`src/rtl/auto_cal_host_pkg.sv`:
```
// -----------------------------------------------------------------------------
// auto_cal_host_pkg
// Shared definitions for the Auto_Cal initiator: FSM state encoding, default
// parameter values and width-derived helpers.
// -----------------------------------------------------------------------------
package auto_cal_host_pkg;

  typedef enum logic [2:0] {
    ST_IDLE   = 3'd0,
    ST_LOAD   = 3'd1,
    ST_KICK   = 3'd2,
    ST_WAIT   = 3'd3,
    ST_DROP   = 3'd4,
    ST_REPORT = 3'd5
  } state_e;

  localparam int unsigned DATA_WIDTH_DEF = 32;
  localparam int unsigned ADDR_WIDTH_DEF = 4;
  localparam int unsigned TIMEOUT_DEF    = 1024;
  localparam int unsigned LEN_W_DEF      = ADDR_WIDTH_DEF + 1;

  // A run length must be able to express the full RAM capacity, 2^ADDR_WIDTH.
  function automatic int unsigned len_width(input int unsigned addr_width);
    return addr_width + 1;
  endfunction

endpackage

```
`src/rtl/auto_cal_host_sum_accum.sv`:
```
// -----------------------------------------------------------------------------
// sum_accum
// Clear/enable accumulator, sum modulo 2^WIDTH (carry out discarded).
// Ports:
//   clk_i, rst_ni : clock, asynchronous active-low reset
//   clr_i         : synchronous clear (wins over en_i)
//   en_i          : add data_i to the running sum this cycle
//   data_i        : addend
//   sum_o         : registered running sum
// -----------------------------------------------------------------------------
module sum_accum
  import auto_cal_host_pkg::*;
#(
  parameter int unsigned WIDTH = DATA_WIDTH_DEF
) (
  input  logic             clk_i,
  input  logic             rst_ni,
  input  logic             clr_i,
  input  logic             en_i,
  input  logic [WIDTH-1:0] data_i,
  output logic [WIDTH-1:0] sum_o
);

  logic [WIDTH-1:0] sum_q;
  logic [WIDTH-1:0] sum_d;

  // Next sum: clear has priority, otherwise add on enable.
  always_comb begin
    sum_d = sum_q;
    if (clr_i) begin
      sum_d = '0;
    end else if (en_i) begin
      sum_d = sum_q + data_i;
    end else begin
      sum_d = sum_q;
    end
  end

  // Sum register.
  always_ff @(posedge clk_i or negedge rst_ni) begin
    if (!rst_ni) begin
      sum_q <= '0;
    end else begin
      sum_q <= sum_d;
    end
  end

  assign sum_o = sum_q;

endmodule

```
`src/rtl/auto_cal_host.sv`:
```
// -----------------------------------------------------------------------------
// auto_cal_host
// Initiator side of the Auto_Cal start/done handshake. Loads a burst of
// operands into the calculator RAM, raises start, waits for done (bounded by
// TIMEOUT), captures the returned sum and compares it with a local sum.
// Ports:
//   clk_i, rst_ni            : clock, asynchronous active-low reset
//   go_i, len_i              : run request pulse and word count (sampled on go)
//   in_valid_i/in_data_i/in_ready_o : operand stream
//   mem_we_o/mem_addr_o/mem_wdata_o  : RAM write port (combinational)
//   cal_start_o, cal_done_i, cal_sum_i : Auto_Cal handshake
//   busy_o                   : high outside IDLE
//   res_valid_o              : one-cycle result strobe
//   res_sum_o/res_match_o/res_timeout_o : held result of the last run
// -----------------------------------------------------------------------------
module auto_cal_host
  import auto_cal_host_pkg::*;
#(
  parameter int unsigned DATA_WIDTH = DATA_WIDTH_DEF,
  parameter int unsigned ADDR_WIDTH = ADDR_WIDTH_DEF,
  parameter int unsigned TIMEOUT    = TIMEOUT_DEF      // must be >= 2
) (
  input  logic                  clk_i,
  input  logic                  rst_ni,
  input  logic                  go_i,
  input  logic [ADDR_WIDTH:0]   len_i,
  input  logic                  in_valid_i,
  input  logic [DATA_WIDTH-1:0] in_data_i,
  output logic                  in_ready_o,
  output logic                  mem_we_o,
  output logic [ADDR_WIDTH-1:0] mem_addr_o,
  output logic [DATA_WIDTH-1:0] mem_wdata_o,
  output logic                  cal_start_o,
  input  logic                  cal_done_i,
  input  logic [DATA_WIDTH-1:0] cal_sum_i,
  output logic                  busy_o,
  output logic                  res_valid_o,
  output logic [DATA_WIDTH-1:0] res_sum_o,
  output logic                  res_match_o,
  output logic                  res_timeout_o
);

  localparam int unsigned LEN_W = len_width(ADDR_WIDTH);
  localparam int unsigned TO_W  = (TIMEOUT > 2) ? $clog2(TIMEOUT) : 1;
  localparam logic [LEN_W-1:0] LEN_MAX = LEN_W'(2 ** ADDR_WIDTH);
  // The start-high window counts the KICK cycle too, so WAIT gives up after
  // TIMEOUT-1 cycles: cal_start is high for at most TIMEOUT cycles in total.
  localparam logic [TO_W-1:0]  TO_LAST = TO_W'(TIMEOUT - 2);

  state_e                state_q;
  logic [LEN_W-1:0]      len_q;
  logic [LEN_W-1:0]      cnt_q;
  logic [TO_W-1:0]       tcnt_q;
  logic                  in_ready_q;
  logic                  cal_start_q;
  logic                  busy_q;
  logic                  res_valid_q;
  logic [DATA_WIDTH-1:0] res_sum_q;
  logic                  res_match_q;
  logic                  res_timeout_q;

  logic                  xfer_s;
  logic                  acc_clr_s;
  logic [LEN_W-1:0]      len_clamp_s;
  logic [DATA_WIDTH-1:0] exp_sum_s;

  // Handshake decode, run-start decode and length clamp.
  always_comb begin
    xfer_s    = in_valid_i & in_ready_q;
    acc_clr_s = (state_q == ST_IDLE) & go_i;
    if (len_i > LEN_MAX) begin
      len_clamp_s = LEN_MAX;
    end else begin
      len_clamp_s = len_i;
    end
  end

  sum_accum #(
    .WIDTH (DATA_WIDTH)
  ) u_sum_accum (
    .clk_i  (clk_i),
    .rst_ni (rst_ni),
    .clr_i  (acc_clr_s),
    .en_i   (xfer_s),
    .data_i (in_data_i),
    .sum_o  (exp_sum_s)
  );

  // RAM write port follows the accepted transfer in the same cycle; address
  // and data are forced to zero when no write is happening.
  assign mem_we_o    = xfer_s;
  assign mem_addr_o  = xfer_s ? cnt_q[ADDR_WIDTH-1:0] : '0;
  assign mem_wdata_o = xfer_s ? in_data_i : '0;

  // Control FSM with registered outputs.
  always_ff @(posedge clk_i or negedge rst_ni) begin
    if (!rst_ni) begin
      state_q       <= ST_IDLE;
      len_q         <= '0;
      cnt_q         <= '0;
      tcnt_q        <= '0;
      in_ready_q    <= 1'b0;
      cal_start_q   <= 1'b0;
      busy_q        <= 1'b0;
      res_valid_q   <= 1'b0;
      res_sum_q     <= '0;
      res_match_q   <= 1'b0;
      res_timeout_q <= 1'b0;
    end else begin
      case (state_q)
        ST_IDLE: begin
          if (go_i) begin
            len_q  <= len_clamp_s;
            cnt_q  <= '0;
            busy_q <= 1'b1;
            if (len_clamp_s == '0) begin
              cal_start_q <= 1'b1;
              state_q     <= ST_KICK;
            end else begin
              in_ready_q <= 1'b1;
              state_q    <= ST_LOAD;
            end
          end
        end
        ST_LOAD: begin
          if (xfer_s) begin
            cnt_q <= cnt_q + LEN_W'(1);
            // Start rises the cycle after the last write, so the RAM
            // holds every operand before Auto_Cal sees start.
            if (cnt_q == (len_q - LEN_W'(1))) begin
              in_ready_q  <= 1'b0;
              cal_start_q <= 1'b1;
              state_q     <= ST_KICK;
            end
          end
        end
        ST_KICK: begin
          tcnt_q  <= '0;
          state_q <= ST_WAIT;
        end
        ST_WAIT: begin
          // A done that is already high here is taken as the answer.
          if (cal_done_i) begin
            res_sum_q     <= cal_sum_i;
            res_match_q   <= (cal_sum_i == exp_sum_s);
            res_timeout_q <= 1'b0;
            cal_start_q   <= 1'b0;
            state_q       <= ST_DROP;
          end else if (tcnt_q == TO_LAST) begin
            res_sum_q     <= '0;
            res_match_q   <= 1'b0;
            res_timeout_q <= 1'b1;
            cal_start_q   <= 1'b0;
            state_q       <= ST_DROP;
          end else begin
            tcnt_q <= tcnt_q + TO_W'(1);
          end
        end
        ST_DROP: begin
          if (!cal_done_i) begin
            res_valid_q <= 1'b1;
            state_q     <= ST_REPORT;
          end
        end
        ST_REPORT: begin
          res_valid_q <= 1'b0;
          busy_q      <= 1'b0;
          state_q     <= ST_IDLE;
        end
        default: begin
          in_ready_q  <= 1'b0;
          cal_start_q <= 1'b0;
          busy_q      <= 1'b0;
          res_valid_q <= 1'b0;
          state_q     <= ST_IDLE;
        end
      endcase
    end
  end

  assign in_ready_o    = in_ready_q;
  assign cal_start_o   = cal_start_q;
  assign busy_o        = busy_q;
  assign res_valid_o   = res_valid_q;
  assign res_sum_o     = res_sum_q;
  assign res_match_o   = res_match_q;
  assign res_timeout_o = res_timeout_q;

endmodule
```
`config.mk`:
```
export PLATFORM = sky130hd
export DESIGN_NAME = auto_cal_host
export DESIGN_NICKNAME = d
export VERILOG_FILES = /design/src/rtl/auto_cal_host_pkg.sv /design/src/rtl/auto_cal_host_sum_accum.sv /design/src/rtl/auto_cal_host.sv
export SDC_FILE = /design/constraint.sdc
export NUM_CORES = 1
export LEC_CHECK = 0
export ABC_CLOCK_PERIOD_IN_PS = 7500
export BUFFER_PORTS_ARGS = -buffer_cell sky130_fd_sc_hd__buf_2
export CORE_MARGIN = 4
export CORE_UTILIZATION = 36
export DETAILED_ROUTE_END_ITERATION = 12
export PLACE_DENSITY = 0.69
export SLEW_MARGIN = 20
export SYNTH_ARGS = -nofsm -noshare
export SYNTH_HDL_FRONTEND = slang
export SYNTH_SLANG_ARGS = --single-unit
export TNS_END_PERCENT = 1
```
`constraint.sdc`:
```
create_clock -name clk_i -period 7.5 [get_ports clk_i]
set_input_delay 1.875 -clock clk_i [delete_from_list [all_inputs] [get_ports clk_i]]
set_output_delay 1.875 -clock clk_i [all_outputs]
set_load 0.005 [all_outputs]
```
==> impl_results.md, run 1 <==
- Post CTS Setup Buffer Count: 0
- Worst-skew pair later-pin latency: 350 ps
- Yosys warnings: 0
- WP depth: 4
- Status: finished, final reports clean
- Detailed-route wire length: 18,300 um
- Hold Fails Final Rpt: 0
- Share of power burned in registers: 0.321
- Post-synth top cells: dfrtp_1, nand2_1, a21oi_1
- Max-slew violation count: 0
- Setup TNS: 0 ps
- Max_slew headroom: 0.371
- Cell area after synthesis: 6210 sq um
- Distinct cells, synth: 64
- Vias in the first global route: 5,484
- Seq cells post-synth: 93
- PD cells: 376 nW/um^2
- Hold buffer count at cts: 0
- Area Growth Syn to Fin: 19.7%
- Crit path cell chain: buf_2 > nand2_1 > inv_2 > buf_2
- Switching share of power: 0.427
- Fin crit share: 0.683
- CORE AREA: 16,800 sq um
- Internal power: 0.00160 W
- Main flop type after synthesis: dfrtp_1
- Syn Nets: 800
- Layout Cells excl Fill: 1,045
- Register area share after synthesis: 0.375
- Routability congestion estimate: 0.921
- Max stage delay on crit path: 480 ps
- Vias: 5,643
- Worst Tran Pin Value: 935 ps
- Maximum buffer depth of the clock tree: 2
- Most frequent cell after synthesis: dfrtp_1
- VDD IR max: 0.157 mV
- Post-cts repair resize count: 0
- Worst path slowest cell: buf_2
- CTS root buf: clkbuf_16
- Vias per cell: 5.40
- Initial core utilization: 0.370
- DRC violation count after routing: 0
- CTS buffer count: 9
- Crit path kind: input port to primary output
- Worst r2r path cells: 11
- Delay-heaviest family, CP: buffers and inverters
- Data required, critical path: 5620 ps
- Overall die height: 139 um
- Nets@finish: 929
- Final Setup Violations: 0
- CP most frequent cell: buf_2
- Drt pass-1 iters: 5
- Register area: 2330 sq um
- Synth area leader: dfrtp_1
- Global route total overflow: 0
- PnR Total Power: 0.00279 W
- Port Buffers: 148
- Unrepaired setup endpoints after global routing: no
- Global-route wire length before repair: 29,400 um
- Hold Path Stages: 1
- Routed Antenna Nets: 0
- Dpl cell area: 7120 sq um
- Critical-path maximum fanout: 37
- Clock share of power: 0.167
- Die Area: 19,400 sq um
- CTS tree: built
- Reg clk slew, reported paths: 70 ps
- Leakage power: 3.70 nW
- Worst Skew: 9.27 ps
- Fillers: 1,646
- CP arrival: 3250 ps
- Post-Place Cells: 1,028
- All-layer global routing usage: 0.188
- Max frequency: 195 MHz
- Number of synthesized flops with an enable pin: 0
- Area of the multi-input gates: 3700 sq um
- Async SR Flop Fraction: 1.00
- Die width: 139 um
- Synth top area share: 0.375
- Worst hold path type: flip-flop to flip-flop
- Detailed Route Iter0 Violations: 423
- Share of layout cells above drive strength 1: 0.231
- Max-cap viol count: 0
- Core Rows: 47
- CP bufs+invs: 3
- # H-tree levels: 3
- Syn Area/Cell: 8.99 sq um
- Combinational share of power: 0.511
- Io pins: 149
- Routed len/inst: 17.5 um
- Top cells by area, synth: dfrtp_1, ha_1, xnor2_1
- Synth Instances: 690
- Net Sw Power: 0.00119 W
- Clock sinks: 93
- Final min period: 5120 ps
- Antenna violations before repair: 1
- Final Cell Area: 7430 sq um
- Largest net degree at the start of global routing: 60
- Hpwl dp: 13,900 um
- Worst Setup End Kind: primary output
- CP Launch Type: input port
[stage by stage]
stage	utilization	hold slack, ps	setup slack (ps)
6_report	0.443	493	2380
5_1_grt	0.443	503	2240
4_1_cts	0.443	498	2330
3_5_place_dp	0.425	481	2330
3_3_place_gp	0.425	464	2350
2_1_floorplan	-	465	3050
[per-layer routing]
metal / wire (um) / up-vias / GRT usage
met3: 945 / 17 / 0.0288
li1: - / 2776 / -
met5: 0 / - / 0
met2: 8650 / 164 / 0.307
met4: 222 / 0 / 0.0474
met1: 8510 / 2686 / 0.263
[cells by family after synthesis]
kind of cell,synth area share
xor+xnor,0.102
flops,0.375
fa+ha+maj,0.0738
simple gates,0.198
buf+inv,0.0298
compound gates,0.219
mux,0.00323
[state kept, by name, summed over array words and instances, names as in the netlist, 3 cells and up]
| signal | flops |
|---|---|
| cnt_q | 5 |
| len_q | 5 |
| res_sum_o | 32 |
| state_q | 3 |
| tcnt_q | 10 |
| u_sum_accum.sum_o | 32 |
[final cells by class]
class,instances,share of cell area
Multi-Input combinational cell,551,0.498
Timing Repair Buffer,153,0.105
Inverter,11,0.00556
Tap cell,220,0.0370
Clock inverter,7,0.00977
Sequential cell,93,0.313
Antenna cell,1,0.000337
Clock buffer,9,0.0303
[worst register-to-register path, stage by stage (launching register included)]
cell	delay [ps]
dfrtp_1	410
ha_1	250
fa_1	430
a21oi_1	170
o21ai_1	100
a2111oi_2	480
o21ba_2	230
o211ai_1	150
a2111o_1	500
a41oi_2	200
xor2_1	160
o21ai_1	80
[placed cells by master, fill, tap and decap left out, drive strengths merged, types with 11 or more instances in the layout]
master,instances
a21o,14
a21oi,63
xor2,32
and3,41
o21ai,40
nor2,42
inv,13
dfrtp,93
ha,35
nand3,22
nand2,77
xnor2,40
nand4,11
a22o,32
buf,153
[worst paths after layout]
kind,from,endpoint,slack [ps]
setup / recovery,in_valid_i,mem_we_o,2380
hold / removal,res_sum_o[18],res_sum_o[18],490
setup reg to reg,u_sum_accum.sum_o[0],u_sum_accum.sum_o[30],4210
hold reg to reg,res_sum_o[18],res_sum_o[18],490
max in group asynchronous,rst_ni,in_ready_o,4850
min in group asynchronous,rst_ni,res_sum_o[13],1490
[power by group through the flow]
stage | logic (W) | clock network [W] | registers, W
after detailed placement | 0.00142 | 0 | 0.000905
after floorplan | 0.00107 | 0 | 0.000832
after CTS | 0.00143 | 0.000478 | 0.000897
after global placement | 0.00140 | 0 | 0.000900
after global routing | 0.00160 | 0.000498 | 0.000934
final | 0.00143 | 0.000468 | 0.000898
(Power assumes the default switching activity.)
==> run 2, diff against run 1 <==
Settings changed: ABC_CLOCK_PERIOD_IN_PS 7500 to 4600, PLACE_DENSITY 0.69 to 0.72.
Clock period 7.5 ns to 4.6 ns, I/O delays scaled along.
==> impl_results.md, run 2 (synthesized netlist as in run 1, its figures left out) <==
- Met1 Use GR: 0.273
- Setup TNS: 0 ps
- Leakage power: 3.70 nW
- Switching share of power: 0.428
- Largest net degree at the start of global routing: 41
- CTS tree: built
- Hold Fails Final Rpt: 0
- Global-route wire length before repair: 30,000 um
- VDD IR max: 0.200 mV
- Initial core utilization: 0.370
- Final Cell Area: 7450 sq um
- Port Buffers: 148
- Routed Antenna Nets: 0
- Io pins: 149
- Final core occ: 0.444
- Critical-path maximum fanout: 4
- Crit path kind: input port to flip-flop
- Leading cell type in the layout, fill and taps excluded: buf_2
- Core Rows: 47
- Worst r2r path cells: 11
- Maximum buffer depth of the clock tree: 2
- Vias in the first global route: 5,453
- Detailed Route Iter0 Violations: 488
- Vias: 5,719
- Max-slew violation count: 0
- Most frequent cells in the layout: buf_2, dfrtp_1, nand2_1
- Routability congestion estimate: 0.911
- CP arrival: 3980 ps
- All-layer global routing usage: 0.192
- Routed len/inst: 17.9 um
- Antenna Cells: 0
- Hold buffer count at cts: 0
- PD cells: 619 nW/um^2
- Worst Skew: 8.17 ps
- Clock sinks: 93
- Global route total overflow: 0
- CTS root buf: clkbuf_16
- Hold Path Stages: 2
- Clock share of power: 0.166
- Final Setup Violations: 0
- Max frequency: 267 MHz
- Hpwl dp: 14,300 um
- Data required, critical path: 4830 ps
- GR Layer Usage met2: 0.308
- PnR Total Power: 0.00461 W
- Unrepaired setup endpoints after global routing: no
- Share of layout cells above drive strength 1: 0.229
- Overall die height: 139 um
- Worst-skew pair later-pin latency: 350 ps
- Post-cts repair resize count: 0
- Share of power burned in registers: 0.315
- Internal power: 0.00264 W
- Final min period: 3750 ps
- Net Sw Power: 0.00197 W
- Vias per cell: 5.46
- Die Area: 19,400 sq um
- Combinational share of power: 0.519
- CP Launch Type: input port
- DRC violation count after routing: 0
- CORE AREA: 16,800 sq um
- Die width: 139 um
- Nets@finish: 932
- Reg clk slew, reported paths: 70 ps
- Max-cap viol count: 0
- Worst hold path type: flip-flop to flip-flop
- Dpl cell area: 7150 sq um
- Worst Setup End Kind: flip-flop
- Fin crit share: 0.815
- CTS buffer count: 9
- Gr busiest metal: met2
- Post CTS Setup Buffer Count: 0
- Area Growth Syn to Fin: 20.0%
- Antenna violations before repair: 0
- Worst Tran Pin Value: 939 ps
- Max_slew headroom: 0.368
- Drt pass-1 iters: 5
- M3 GR Usage: 0.0230
- Detailed-route wire length: 18,700 um
- # H-tree levels: 3
- Status: finished, final reports clean
## run 2: cell types whose count changed in the layout (fill, tap and decap cells not counted), sizes merged
cell / previous run / this run
buf: 153 / 156
clkbuf: 9 / 13
clkinv: 3 / 0
clkinvlp: 1 / 2
diode: 1 / 0
inv: 13 / 11
## run 2: power groups by stage
stage	clock, W	sequential, W	combinational (W)
after detailed placement	0	0.00146	0.00238
after global placement	0	0.00145	0.00234
after floorplan	0	0.00136	0.00175
after global routing	0.000809	0.00150	0.00266
final	0.000764	0.00145	0.00239
after CTS	0.000775	0.00145	0.00239
## run 2: layer usage
metal  routed length, um  vias up
met2                8760      163
li1                    -     2773
met3                 941       22
met1                8680     2761
met5                   0        -
met4                 323        0
## run 2: metrics by stage
stage / cells / hold WS, ps / setup slack, ps
2_1_floorplan: 690 / 465 / 874
3_5_place_dp: 1031 / 473 / 491
5_1_grt: 1047 / 508 / 675
3_3_place_gp: 1031 / 462 / 545
4_1_cts: 1047 / 488 / 841
6_report: 1047 / 482 / 850
## run 2: final timing paths
kind	start	to	slack [ps]
worst min register to register	res_match_o	res_match_o	480
worst max-delay path	in_data_i[0]	u_sum_accum.sum_o[30]	850
worst max register to register	u_sum_accum.sum_o[0]	u_sum_accum.sum_o[30]	1370
worst min-delay path	res_match_o	res_match_o	480
min in group asynchronous	rst_ni	u_sum_accum.sum_o[3]	780
max in group asynchronous	rst_ni	len_q[3]	2990
## run 2: final cells by class
cell class | count | area (sq um)
clock buffer | 13 | 250
timing repair buffer | 156 | 803
fill | 1628 | 9310
multi-input combinational | 551 | 3700
sequential | 93 | 2330
tap | 220 | 275
clock inverter | 3 | 45.0
inverter | 11 | 41.3
## run 2: worst max-delay path: stages
cell	delay [ps]
buf_2	110
ha_1	250
fa_1	440
a21oi_1	180
o21ai_1	110
a2111oi_2	440
o21ba_2	220
o211ai_1	140
a2111o_1	500
a41oi_2	200
xor2_1	160
o21ai_1	80
